<file path="config.mk">
export PLATFORM = sky130hd
export DESIGN_NAME = sprite_reg_master
export DESIGN_NICKNAME = d
export VERILOG_FILES = /design/src/rtl/sprite_regs_pkg.sv /design/src/rtl/sprite_reg_master.sv
export SDC_FILE = /design/constraint.sdc
export NUM_CORES = 1
export LEC_CHECK = 0
export ABC_AREA = 1
export ABC_CLOCK_PERIOD_IN_PS = 1840
export CORE_MARGIN = 2
export CORE_UTILIZATION = 52
export DETAILED_ROUTE_END_ITERATION = 16
export PLACE_DENSITY = 0.82
export SYNTH_ARGS = -nofsm -noshare
export SYNTH_HDL_FRONTEND = slang
export SYNTH_SLANG_ARGS = --single-unit
</file>
<file path="constraint.sdc">
create_clock -name clk -period 1.84 [get_ports clk]
set_input_delay 0.552 -clock clk [delete_from_list [all_inputs] [get_ports clk]]
set_output_delay 0.552 -clock clk [all_outputs]
set_load 0.05 [all_outputs]
</file>
<file path="src/rtl/sprite_regs_pkg.sv">
`default_nettype none
// ============================================================================
//  Module   : sprite_regs_pkg
//  Purpose  : Shared constants and types for the sprite register master:
//             register count, coordinate width, register index names,
//             display reset defaults and FSM state encoding.
//  Revision : 1.0 - initial release
// ============================================================================
package sprite_regs_pkg;

  localparam int NREGS   = 10;
  localparam int COORD_W = 8;
  localparam int IDX_W   = 4;

  typedef logic [COORD_W-1:0] coord_t;

  // Display-side register map, in address order
  typedef enum logic [IDX_W-1:0] {
    DINO_X     = 4'd0,
    DINO_Y     = 4'd1,
    JUMP_X     = 4'd2,
    JUMP_Y     = 4'd3,
    DUCK_X     = 4'd4,
    DUCK_Y     = 4'd5,
    SCAC_X     = 4'd6,
    SCAC_Y     = 4'd7,
    GODZILLA_X = 4'd8,
    GODZILLA_Y = 4'd9
  } reg_idx_e;

  // Mirrors the display block's 8-bit reset values so that nothing needs to
  // be pushed after reset until game logic actually moves a sprite
  localparam coord_t c_shadow_reset [NREGS] = '{
    8'd100, 8'd100, 8'd200, 8'd150, 8'd44,
    8'd200, 8'd244, 8'd100, 8'd100, 8'd4
  };

  typedef enum logic [1:0] {
    IDLE  = 2'd0,
    SCAN  = 2'd1,
    WRITE = 2'd2,
    DONE  = 2'd3
  } state_e;

endpackage
`default_nettype wire

</file>
<file path="src/rtl/sprite_reg_master.sv">
`default_nettype none
// ============================================================================
//  Module   : sprite_reg_master
//  Purpose  : Avalon-MM write initiator. Game logic loads coordinates into a
//             shadow file at any time; on each frame-start pulse the changed
//             entries are snapshotted and written to the sprite display block
//             in ascending address order, one transfer at a time.
//  Revision : 1.0 - initial release
// ============================================================================
module sprite_reg_master
  import sprite_regs_pkg::*;
#(
  parameter int ADDR_W = 9,
  parameter int DATA_W = 32
) (
  input  logic               clk,
  input  logic               reset,
  input  logic               load,
  input  logic [IDX_W-1:0]   load_idx,
  input  logic [COORD_W-1:0] load_data,
  input  logic               frame_start,
  output logic [ADDR_W-1:0]  avm_address,
  output logic [DATA_W-1:0]  avm_writedata,
  output logic               avm_write,
  output logic               avm_chipselect,
  input  logic               avm_waitrequest,
  output logic               busy,
  output logic               done,
  output logic [7:0]         overrun_count
);

  localparam logic [IDX_W-1:0] c_last_idx = IDX_W'(NREGS - 1);
  localparam logic [IDX_W-1:0] c_nregs    = IDX_W'(NREGS);

  state_e             r_state;
  state_e             w_state_next;
  logic [IDX_W-1:0]   r_idx;
  logic [NREGS-1:0]   r_dirty;
  logic [NREGS-1:0]   r_pending;
  coord_t             r_shadow [NREGS];
  coord_t             r_snap   [NREGS];

  logic               w_snapshot;
  logic               w_advance;
  logic               w_accept;
  logic               w_load_ok;

  assign w_load_ok = load && (load_idx < c_nregs);

  // State register
  always_ff @(posedge clk) begin
    if (reset) begin
      r_state <= IDLE;
    end else begin
      r_state <= w_state_next;
    end
  end

  // Next state, bus outputs and datapath strobes. The last index jumps
  // straight to DONE so a pass costs exactly one cycle per clean entry and
  // two per dirty entry, with no trailing end-of-table cycle.
  always_comb begin
    w_state_next   = r_state;
    w_snapshot     = 1'b0;
    w_advance      = 1'b0;
    w_accept       = 1'b0;
    avm_write      = 1'b0;
    avm_chipselect = 1'b0;
    avm_address    = '0;
    avm_writedata  = '0;
    busy           = (r_state != IDLE);
    done           = 1'b0;
    case (r_state)
      IDLE: begin
        if (frame_start) begin
          w_snapshot   = 1'b1;
          w_state_next = SCAN;
        end
      end
      SCAN: begin
        if (r_pending[r_idx]) begin
          w_state_next = WRITE;
        end else begin
          w_advance = 1'b1;
          if (r_idx >= c_last_idx) begin
            w_state_next = DONE;
          end
        end
      end
      WRITE: begin
        avm_write      = 1'b1;
        avm_chipselect = 1'b1;
        avm_address    = ADDR_W'(r_idx);
        avm_writedata  = DATA_W'(r_snap[r_idx]);
        if (!avm_waitrequest) begin
          w_accept     = 1'b1;
          w_advance    = 1'b1;
          w_state_next = (r_idx >= c_last_idx) ? DONE : SCAN;
        end
      end
      DONE: begin
        done         = 1'b1;
        w_state_next = IDLE;
      end
      default: begin
        w_state_next = IDLE;
      end
    endcase
  end

  // Snapshot and scan pointer: frozen copy of the shadow file plus the
  // per-entry "still to send" flags for the current pass
  always_ff @(posedge clk) begin
    if (reset) begin
      r_snap    <= c_shadow_reset;
      r_pending <= '0;
      r_idx     <= '0;
    end else if (w_snapshot) begin
      r_snap    <= r_shadow;
      r_pending <= r_dirty;
      r_idx     <= '0;
    end else begin
      if (w_accept) begin
        r_pending[r_idx] <= 1'b0;
      end
      if (w_advance) begin
        r_idx <= r_idx + 4'd1;
      end
    end
  end

  // Shadow file and dirty flags; a load in the snapshot cycle re-marks its
  // entry dirty after the clear so the new value goes out next frame
  always_ff @(posedge clk) begin
    if (reset) begin
      r_shadow <= c_shadow_reset;
      r_dirty  <= '0;
    end else begin
      if (w_snapshot) begin
        r_dirty <= '0;
      end
      if (w_load_ok) begin
        r_shadow[load_idx] <= load_data;
        r_dirty[load_idx]  <= 1'b1;
      end
    end
  end

  // Saturating count of frame pulses that arrived while a pass was running
  always_ff @(posedge clk) begin
    if (reset) begin
      overrun_count <= '0;
    end else if (frame_start && (r_state != IDLE) && (overrun_count != 8'hFF)) begin
      overrun_count <= overrun_count + 8'd1;
    end
  end

endmodule
`default_nettype wire

</file>
== Word level (Yosys, flattened, before mapping) ==
Index checks and enable logic that the tools add are counted.

* Logic and storage cells: 92
* Bits of input ports: 17
* Bits in registers: 194
* Output and inout port bits: 53

* Reductions and logical operators: 11
* $lt $le $gt $ge: 9
* Equal/unequal tests: 7
* Add/subtract/negate cells: 2
* Muxes and demuxes: 33
* Bitwise operators: 5

{| class="wikitable"
|+ Operators by type and width
! cell !! count
|-
| $bwmux 80 || 1
|-
| $mux 10 || 5
|-
| $bmux 8 s4 || 1
|-
| $demux 8 s4 || 1
|-
| $mux 8 || 4
|-
| $and 10x10->10 || 1
|-
| $ge 5x5->1 const B || 2
|-
| $lt 4x5->1 const B || 2
|-
| $mux 1 || 10
|-
| $mux 2 || 5
|-
| $not 10->10 || 1
|-
| $not 4->5 || 2
|-
| $or 10x10->10 || 1
|-
| $add 8x1->8 const B || 1
|-
| $demux 1 s4 || 2
|-
| $ge 4x1->1 const B || 2
|-
| $ne 8x8->1 const B || 1
|-
| $pmux 2 s4 || 1
|-
| $logic_and 1x1->1 || 6
|-
| $lt 5x1->1 const B || 1
|-
| $add 4x1->4 const B || 1
|-
| $bmux 1 s4 || 1
|-
| $eq 2x2->1 const B || 2
|-
| $ge 4x4->1 const B || 1
|-
| other kinds (10) || 12
|}

== Longest topological paths before layout ==
Gate-level depths: netlist (run 1).

* Word-level depth: 8
* Mapped depth: 11
* Mapped depth without buffers: 10

== Worst setup path after synthesis (run 1) ==
Ideal clock, no wire load.

* Path kind: flip-flop to output port
* Start: reg r_state[0]
* End: out avm_address[0]
* Arrival time: 1,726 ps
* Data required time: 1,288 ps
* Path buffers: 1
* Cell stages (with the launch flop): 6
* Path slack: -438 ps
* Cells stage by stage: dfxtp_1 inv_1 ha_1 clkbuf_1 nand2_1 inv_1

* Longest elaborated chain between the ends: 2

{| class="wikitable"
|+ Ends and longest elaborated chain
! what !! line !! source
|-
| start, declared || sprite_reg_master.sv:35 || <nowiki>state_e r_state;</nowiki>
|-
| start signal, assigned || sprite_reg_master.sv:55 || <nowiki>r_state <= w_state_next;</nowiki>
|-
| $eq 2x2->1 || sprite_reg_master.sv:73 || <nowiki>case (r_state)</nowiki>
|-
| $mux 4 || sprite_reg_master.sv:73 ||
|-
| end, declared || sprite_reg_master.sv:22 || <nowiki>output logic [ADDR_W-1:0] avm_address,</nowiki>
|}

No other way between the ends.

== Worst setup path after layout (run 1) ==
* Start: reg r_idx[0]
* End: out avm_writedata[1]

* Longest elaborated chain between the ends: 5

{| class="wikitable"
|+ Ends and longest elaborated chain
! what !! line !! source
|-
| start, declared || sprite_reg_master.sv:37 || <nowiki>logic [IDX_W-1:0] r_idx;</nowiki>
|-
| start signal, assigned || sprite_reg_master.sv:127 || <nowiki>r_idx <= r_idx + 4'd1;</nowiki>
|-
| $not 4->5 (not written as such) || sprite_reg_master.sv:94 || <nowiki>avm_writedata = DATA_W'(r_snap[r_idx]);</nowiki>
|-
| $bmux 8 s4 || sprite_reg_master.sv:94 ||
|-
| $mux 8 (not written as such) (2 in series) || sprite_reg_master.sv:94 ||
|-
| $mux 8 || sprite_reg_master.sv:73 ||
|-
| end, declared || sprite_reg_master.sv:23 || <nowiki>output logic [DATA_W-1:0] avm_writedata,</nowiki>
|}

No other way between the ends. The select of a mux whose other input is x is not followed.

==> results of run 1 <==
## registers in the layout, summed over array words and instances (netlist names)
name / cells
overrun_count: 8
r_dirty: 10
r_idx: 4
r_pending: 10
r_shadow: 80
r_snap: 80
r_state: 2
## worst max-delay path, stage by stage (launching register included)
cell	delay, ps
dfxtp_4	420
inv_6	70
buf_12	150
a21oi_1	430
o21ai_1	190
nand2_1	110
nand2_1	60
nand3_1	110
nand2_2	70
clkinvlp_4	90
buf_12	130
## stage by stage
stage                     std cells  cell area [µm²]
after CTS                      1393            10600
after floorplan                1096             8410
after global routing           1397            10700
after detailed placement       1347             9580
after global placement         1347             9580
final                          1397            10700
## timing repair
action                                  4_1_cts  5_1_grt
cloned                                        2        0
buffers inserted                             13        6
endpoints found under the hold margin         0        0
pin swaps                                    17        6
gates resized for setup                      74       27
endpoints found under the setup margin       19       42
## how the worst max path moves through the flow
stage	cells past startpoint	to	from
detailed placement	8	r_shadow[34]$_SDFFE_PP0P_	load_idx[2]
finish	10	avm_writedata[1]	r_idx[0]$_SDFFE_PP0P_
global route	10	avm_writedata[1]	r_idx[0]$_SDFFE_PP0P_
floorplan	8	overrun_count[5]$_SDFFE_PP0P_	r_state[1]$_SDFFE_PP0P_
CTS	10	avm_writedata[3]	r_idx[0]$_SDFFE_PP0P_
global placement	8	r_shadow[73]$_SDFFE_PP0P_	load_idx[2]
## layer usage
layer / track usage, % / wire (µm) / vias to the layer above
li1: - / - / 3606
met1: 38.8 / 10200 / 3935
met2: 50.1 / 12800 / 728
met3: 6.31 / 3340 / 235
met4: 20.2 / 2230 / 0
met5: 0 / 0 / -
## synthesized netlist by cell type, drive strengths merged
cell,instances,share of area (%)
dfxtp,194,47
inv,186,8.5
nand2,165,7.9
o21ai,136,8.3
a21oi,111,7.0
buf,63,5.2
nor2,50,2.6
o22ai,41,3.1
nand3,29,2.1
clkbuf,28,1.3
o211ai,21,1.9
a22oi,14,1.3
ha,11,1.7
a22o,3,0.32
nand4,3,0.23
nor3,3,0.46
o31ai,2,0.18
xnor2,2,0.21
a21boi,1,0.14
clkinv,1,0.046
conb,1,0.046
o21bai,1,0.091
o22a,1,0.11
xor2,1,0.11
## report_power, final
part	internal [mW]	switching, mW
clock	2.26	1.67
sequential	4.29	0.0700
combinational	1.04	1.72
## logic make-up (layout without fill, tap and decap cells)
family | Yosys count | in the layout | synth area share, %
xor+xnor | 3 | 3 | 0.319
fa+ha+maj | 11 | 11 | 1.67
compound gates | 331 | 331 | 22.4
other cells | 1 | 29 | 0.0456
simple gates | 250 | 250 | 13.3
buf+inv | 278 | 368 | 15.0
flops | 194 | 194 | 47.2
## placed cells by master (no fill, tap or decap), types with 4 or more instances in the layout
cell / n
conb_1: 29
clkdlybuf4s50_1: 16
o22ai_1: 41
inv_2: 11
nand3_2: 7
o21ai_1: 30
buf_12: 35
inv_4: 5
buf_6: 6
clkbuf_16: 17
ha_1: 7
a21oi_1: 95
buf_4: 87
o21ai_2: 9
nor2_1: 42
inv_1: 159
clkinvlp_4: 14
nand2_1: 143
o21ai_0: 97
nand2_4: 6
nor2_4: 4
nand3_1: 19
a22oi_1: 14
o211ai_1: 21
nand2_2: 16
a21oi_2: 16
nor2_2: 4
dfxtp_1: 190
## final cells by class
cell class | count | area, µm² | share of cell area (%)
clock buffers | 22 | 474 | 4.45
clock inverters | 10 | 148 | 1.38
inverters | 187 | 761 | 7.13
multi-input cells | 624 | 3440 | 32.3
flip-flops and latches | 194 | 3900 | 36.5
well taps | 211 | 264 | 2.48
repair buffers | 149 | 1680 | 15.8
==> qor.txt, run 1 <==
outcome -> finished with violations
failing checks -> negative setup slack
R2R setup slack -> -80 ps
standard-cell rows -> 45
clk_lat worst skew -> 450 ps
n_diodes -> 0
WL/cell -> 20.5 µm
IR drop worst, VDD -> 0.000816 V
vias per inst -> 6.09
post-layout min period -> 2840 ps
initial antenna violation count -> 0
nets -> 1201
critical path required time -> 1290 ps
Critical Path AT -> 2290 ps
hold endpoint -> r_shadow[46]$_SDFFE_PP0P_
FMAX -> 0.352 GHz
Setup Skew -> 12.2 ps
worst relative slew slack -> 62.5%
sequential area share after synthesis -> 47.2%
1st-iter DRT viols -> 1196
Max Root-Sink Buffers -> 2
GRT Residual Overflow -> 0
R2R cell count -> 8
core footprint -> 15300 µm²
FILL cells -> 997
unrepaired setup endpoints after global routing -> yes
GPL Wtd Cong -> 0.858
Die Y-Extent -> 130 µm
WHS -> 448 ps
total power -> 11.0 mW
DRC violations left -> 0
class of the worst hold path -> reg -> reg
Lkg Pwr -> 4.49 nW
largest net degree at the start of global routing -> 42
Pre-antenna DRT Iters -> 12
vias in the first global route -> 7962
hold path cells -> 2
share of the core filled with cells -> 69.6%
Starting Density -> 53.7%
DRT Wirelength -> 28600 µm
Startpoint Class -> flop
synthesis warning total -> 0
Setup Crit Path Kind -> reg -> out
worst hold start -> r_shadow[46]$_SDFFE_PP0P_
CTS tree -> done
ratio of cells with drive above 1 in the final layout -> 22.6%
clock slew at reported path FFs -> 70 ps
synthesized area -> 8230 µm²
die area -> 16900 µm²
Port-buffer cells -> 40
Final TNS setup -> -7460 ps
Root Driver -> clkbuf_16
Mean Syn Cell Area -> 7.71 µm²
via count -> 8504
actual slew at the worst max-slew pin -> 561 ps
gr usage total -> 31.4%
CTS Hold Bufs -> 0
critical path peak fanout -> 11
Die X -> 130 µm
reg2reg end -> r_snap[25]$_SDFFE_PP0P_
RR Startpoint -> r_state[1]$_SDFFE_PP0P_
dpl ws -> -259 ps
HPWL after DPL -> 14400 µm
TritonCTS buffer count -> 17
number of synthesized register bits -> 194
Slew Limit Fails -> 0
Synth Instances -> 1068
max cap viols -> 0
# setup viols final -> 31
DRT antenna net count -> 0
first-pass GRT wire length -> 40900 µm
IO Count -> 70
H-tree level count -> 4
Setup crit end kind -> output pin
fin crit share -> 154%
post-synth cell types -> 38
CTS sink count -> 194
pwr dens -> 1040 nW/µm²
final hold violation count -> 0
fin worst setup slack -> -1000 ps
Layout area overhead -> 29.6%
No activity file was read; power rests on OpenSTA's default activity.
==> run 2: changes to the inputs <==
CORE_UTILIZATION = 50   (was 52)
PLACE_DENSITY = 0.79   (was 0.82)
==> qor.txt, run 2 (synthesis results as in run 1) <==
outcome -> finished with violations (unchanged)
failing checks -> negative setup slack (unchanged)
vias per inst -> 5.58 (was 6.09)
vias in the first global route -> 7198 (was 7962)
Die X -> 132 µm (was 130 µm)
Die Y-Extent -> 132 µm (was 130 µm)
Setup Crit Path Kind -> reg -> out (unchanged)
DRT antenna net count -> 0 (unchanged)
critical path required time -> 1290 ps (about the same)
IR drop worst, VDD -> 0.000733 V (was 0.000816 V)
n_diodes -> 0 (unchanged)
die area -> 17500 µm² (was 16900 µm²)
via count -> 7728 (was 8504)
GPL Wtd Cong -> 0.853 (was 0.858)
CTS sink count -> 194 (unchanged)
R2R setup slack -> -20 ps (was -80 ps)
# setup viols final -> 16 (was 31)
Root Driver -> clkbuf_16 (unchanged)
pwr dens -> 1040 nW/µm² (about the same)
Lkg Pwr -> 4.45 nW (was 4.49 nW)
Slew Limit Fails -> 0 (unchanged)
critical path peak fanout -> 9 (was 11)
placed cell area -> 9540 µm² (was 9580 µm²)
fin area -> 10600 µm² (was 10700 µm²)
fin crit share -> 134% (was 154%)
Startpoint Class -> flop (unchanged)
GRT Residual Overflow -> 0 (unchanged)
Port-buffer cells -> 40 (unchanged)
standard-cell rows -> 46 (was 45)
HPWL after DPL -> 14200 µm (was 14400 µm)
Setup Skew -> 8.68 ps (was 12.2 ps)
Max Root-Sink Buffers -> 2 (unchanged)
DRT Wirelength -> 24100 µm (was 28600 µm)
most frequent cells in the layout -> 190 x dfxtp_1, 160 x inv_1, 142 x nand2_1 (was 190 x dfxtp_1, 159 x inv_1, 143 x nand2_1)
fin worst setup slack -> -628 ps (was -1000 ps)
R2R cell count -> 11 (was 8)
Layout area overhead -> 29.1% (was 29.6%)
clk_lat worst skew -> 430 ps (was 450 ps)
top flop regs -> r_shadow: 80 flops, r_snap: 80 flops (unchanged)
nets -> 1183 (was 1201)
CP startpoint -> r_idx[0]$_SDFFE_PP0P_ (unchanged)
unrepaired setup endpoints after global routing -> yes (unchanged)
final hold violation count -> 0 (unchanged)
clock slew at reported path FFs -> 70 ps (about the same)
1st-iter DRT viols -> 929 (was 1196)
Pre-antenna DRT Iters -> 5 (was 12)
post-layout min period -> 2470 ps (was 2840 ps)
share of the core filled with cells -> 66.4% (was 69.6%)
Final TNS setup -> -5580 ps (was -7460 ps)
DRC violations left -> 0 (unchanged)
H-tree level count -> 4 (unchanged)
TritonCTS buffer count -> 17 (unchanged)
first-pass GRT wire length -> 36700 µm (was 40900 µm)
max cap viols -> 0 (unchanged)
RR Startpoint -> r_idx[0]$_SDFFE_PP0P_ (was r_state[1]$_SDFFE_PP0P_)
gr usage total -> 26.2% (was 31.4%)
WL/cell -> 17.4 µm (was 20.5 µm)
Setup crit end kind -> output pin (unchanged)
core footprint -> 16000 µm² (was 15300 µm²)
initial antenna violation count -> 0 (unchanged)
Starting Density -> 51.4% (was 53.7%)
hold path cells -> 2 (unchanged)
CTS tree -> done (unchanged)
largest net degree at the start of global routing -> 44 (was 42)
class of the worst hold path -> reg -> reg (unchanged)
worst relative slew slack -> 61.3% (was 62.5%)
Critical Path AT -> 1920 ps (was 2290 ps)
Worst setup endpoint -> avm_writedata[0] (was avm_writedata[1])
reg2reg end -> r_state[1]$_SDFFE_PP0P_ (was r_snap[25]$_SDFFE_PP0P_)
actual slew at the worst max-slew pin -> 579 ps (was 561 ps)
IO Count -> 70 (unchanged)
CTS Hold Bufs -> 0 (unchanged)
commonest non-fill, non-tap cell in the layout -> dfxtp_1 (unchanged)
FMAX -> 0.405 GHz (was 0.352 GHz)
ratio of cells with drive above 1 in the final layout -> 20.7% (was 22.6%)
==> run 2: worst min path at each step <==
stage | start | end | slack [ps]
after detailed placement | r_shadow[5]$_SDFFE_PP0P_ | r_shadow[5]$_SDFFE_PP0P_ | 440
after CTS | r_shadow[5]$_SDFFE_PP0P_ | r_shadow[5]$_SDFFE_PP0P_ | 450
after global routing | r_shadow[2]$_SDFFE_PP1P_ | r_snap[2]$_SDFFE_PP1P_ | 480
after global placement | r_snap[44]$_SDFFE_PP0P_ | r_snap[44]$_SDFFE_PP0P_ | 430
final | r_shadow[6]$_SDFFE_PP0P_ | r_shadow[6]$_SDFFE_PP0P_ | 450
after floorplan | r_snap[40]$_SDFFE_PP0P_ | r_snap[40]$_SDFFE_PP0P_ | 420
==> run 2: area by class of cell <==
cell class,instances,area (µm²)
fillers,1199,5380
flip-flops and latches,194,3900
multi-input cells,624,3390
repair buffers,131,1650
inverters,187,758
clock buffers,17,425
well taps,216,270
clock inverters,15,231
==> run 2: per-stage QoR <==
stage / hold slack, ps / setup WS [ps] / cells / power, mW
after floorplan: 423 / -30.5 / 1096 / 5.75
after global placement: 432 / -265 / 1336 / 6.47
after detailed placement: 439 / -278 / 1336 / 6.50
after CTS: 449 / -581 / 1375 / 10.8
after global routing: 475 / -691 / 1384 / 11.4
final: 447 / -628 / 1384 / 11.1
==> run 2: power breakdown <==
group / switching, mW / internal, mW
logic: 1.59 / 1.01
clock network: 1.68 / 2.44
registers: 0.0546 / 4.29
==> run 2: critical path, cell delays in order, from the launching register on <==
cell and delay, ps:
dfxtp_4 390, buf_12 150, buf_4 150, o21ai_2 190, nand2_1 80, nand2_1 70, nand3_2 80, nand2_1 120
clkinvlp_4 110, buf_12 150
==> run 2: layer usage <==
| metal | vias to the layer above | GRT usage, % | share of wire (%) |
|---|---|---|---|
| met2 | 426 | 44.3 | 49 |
| met5 | - | 0 | 0 |
| met1 | 3664 | 32.6 | 38 |
| met4 | 0 | 12.2 | 3.5 |
| li1 | 3566 | - | - |
| met3 | 72 | 4.58 | 9.0 |
==> run 2: repair_timing <==
item | 4_1_cts | 5_1_grt
hold endpoints to repair | 0 | 0
pin swaps | 5 | 4
gates cloned | 0 | 3
endpoints found under the setup margin | 16 | 38
gates resized for setup | 49 | 32
setup buffers | 7 | 7
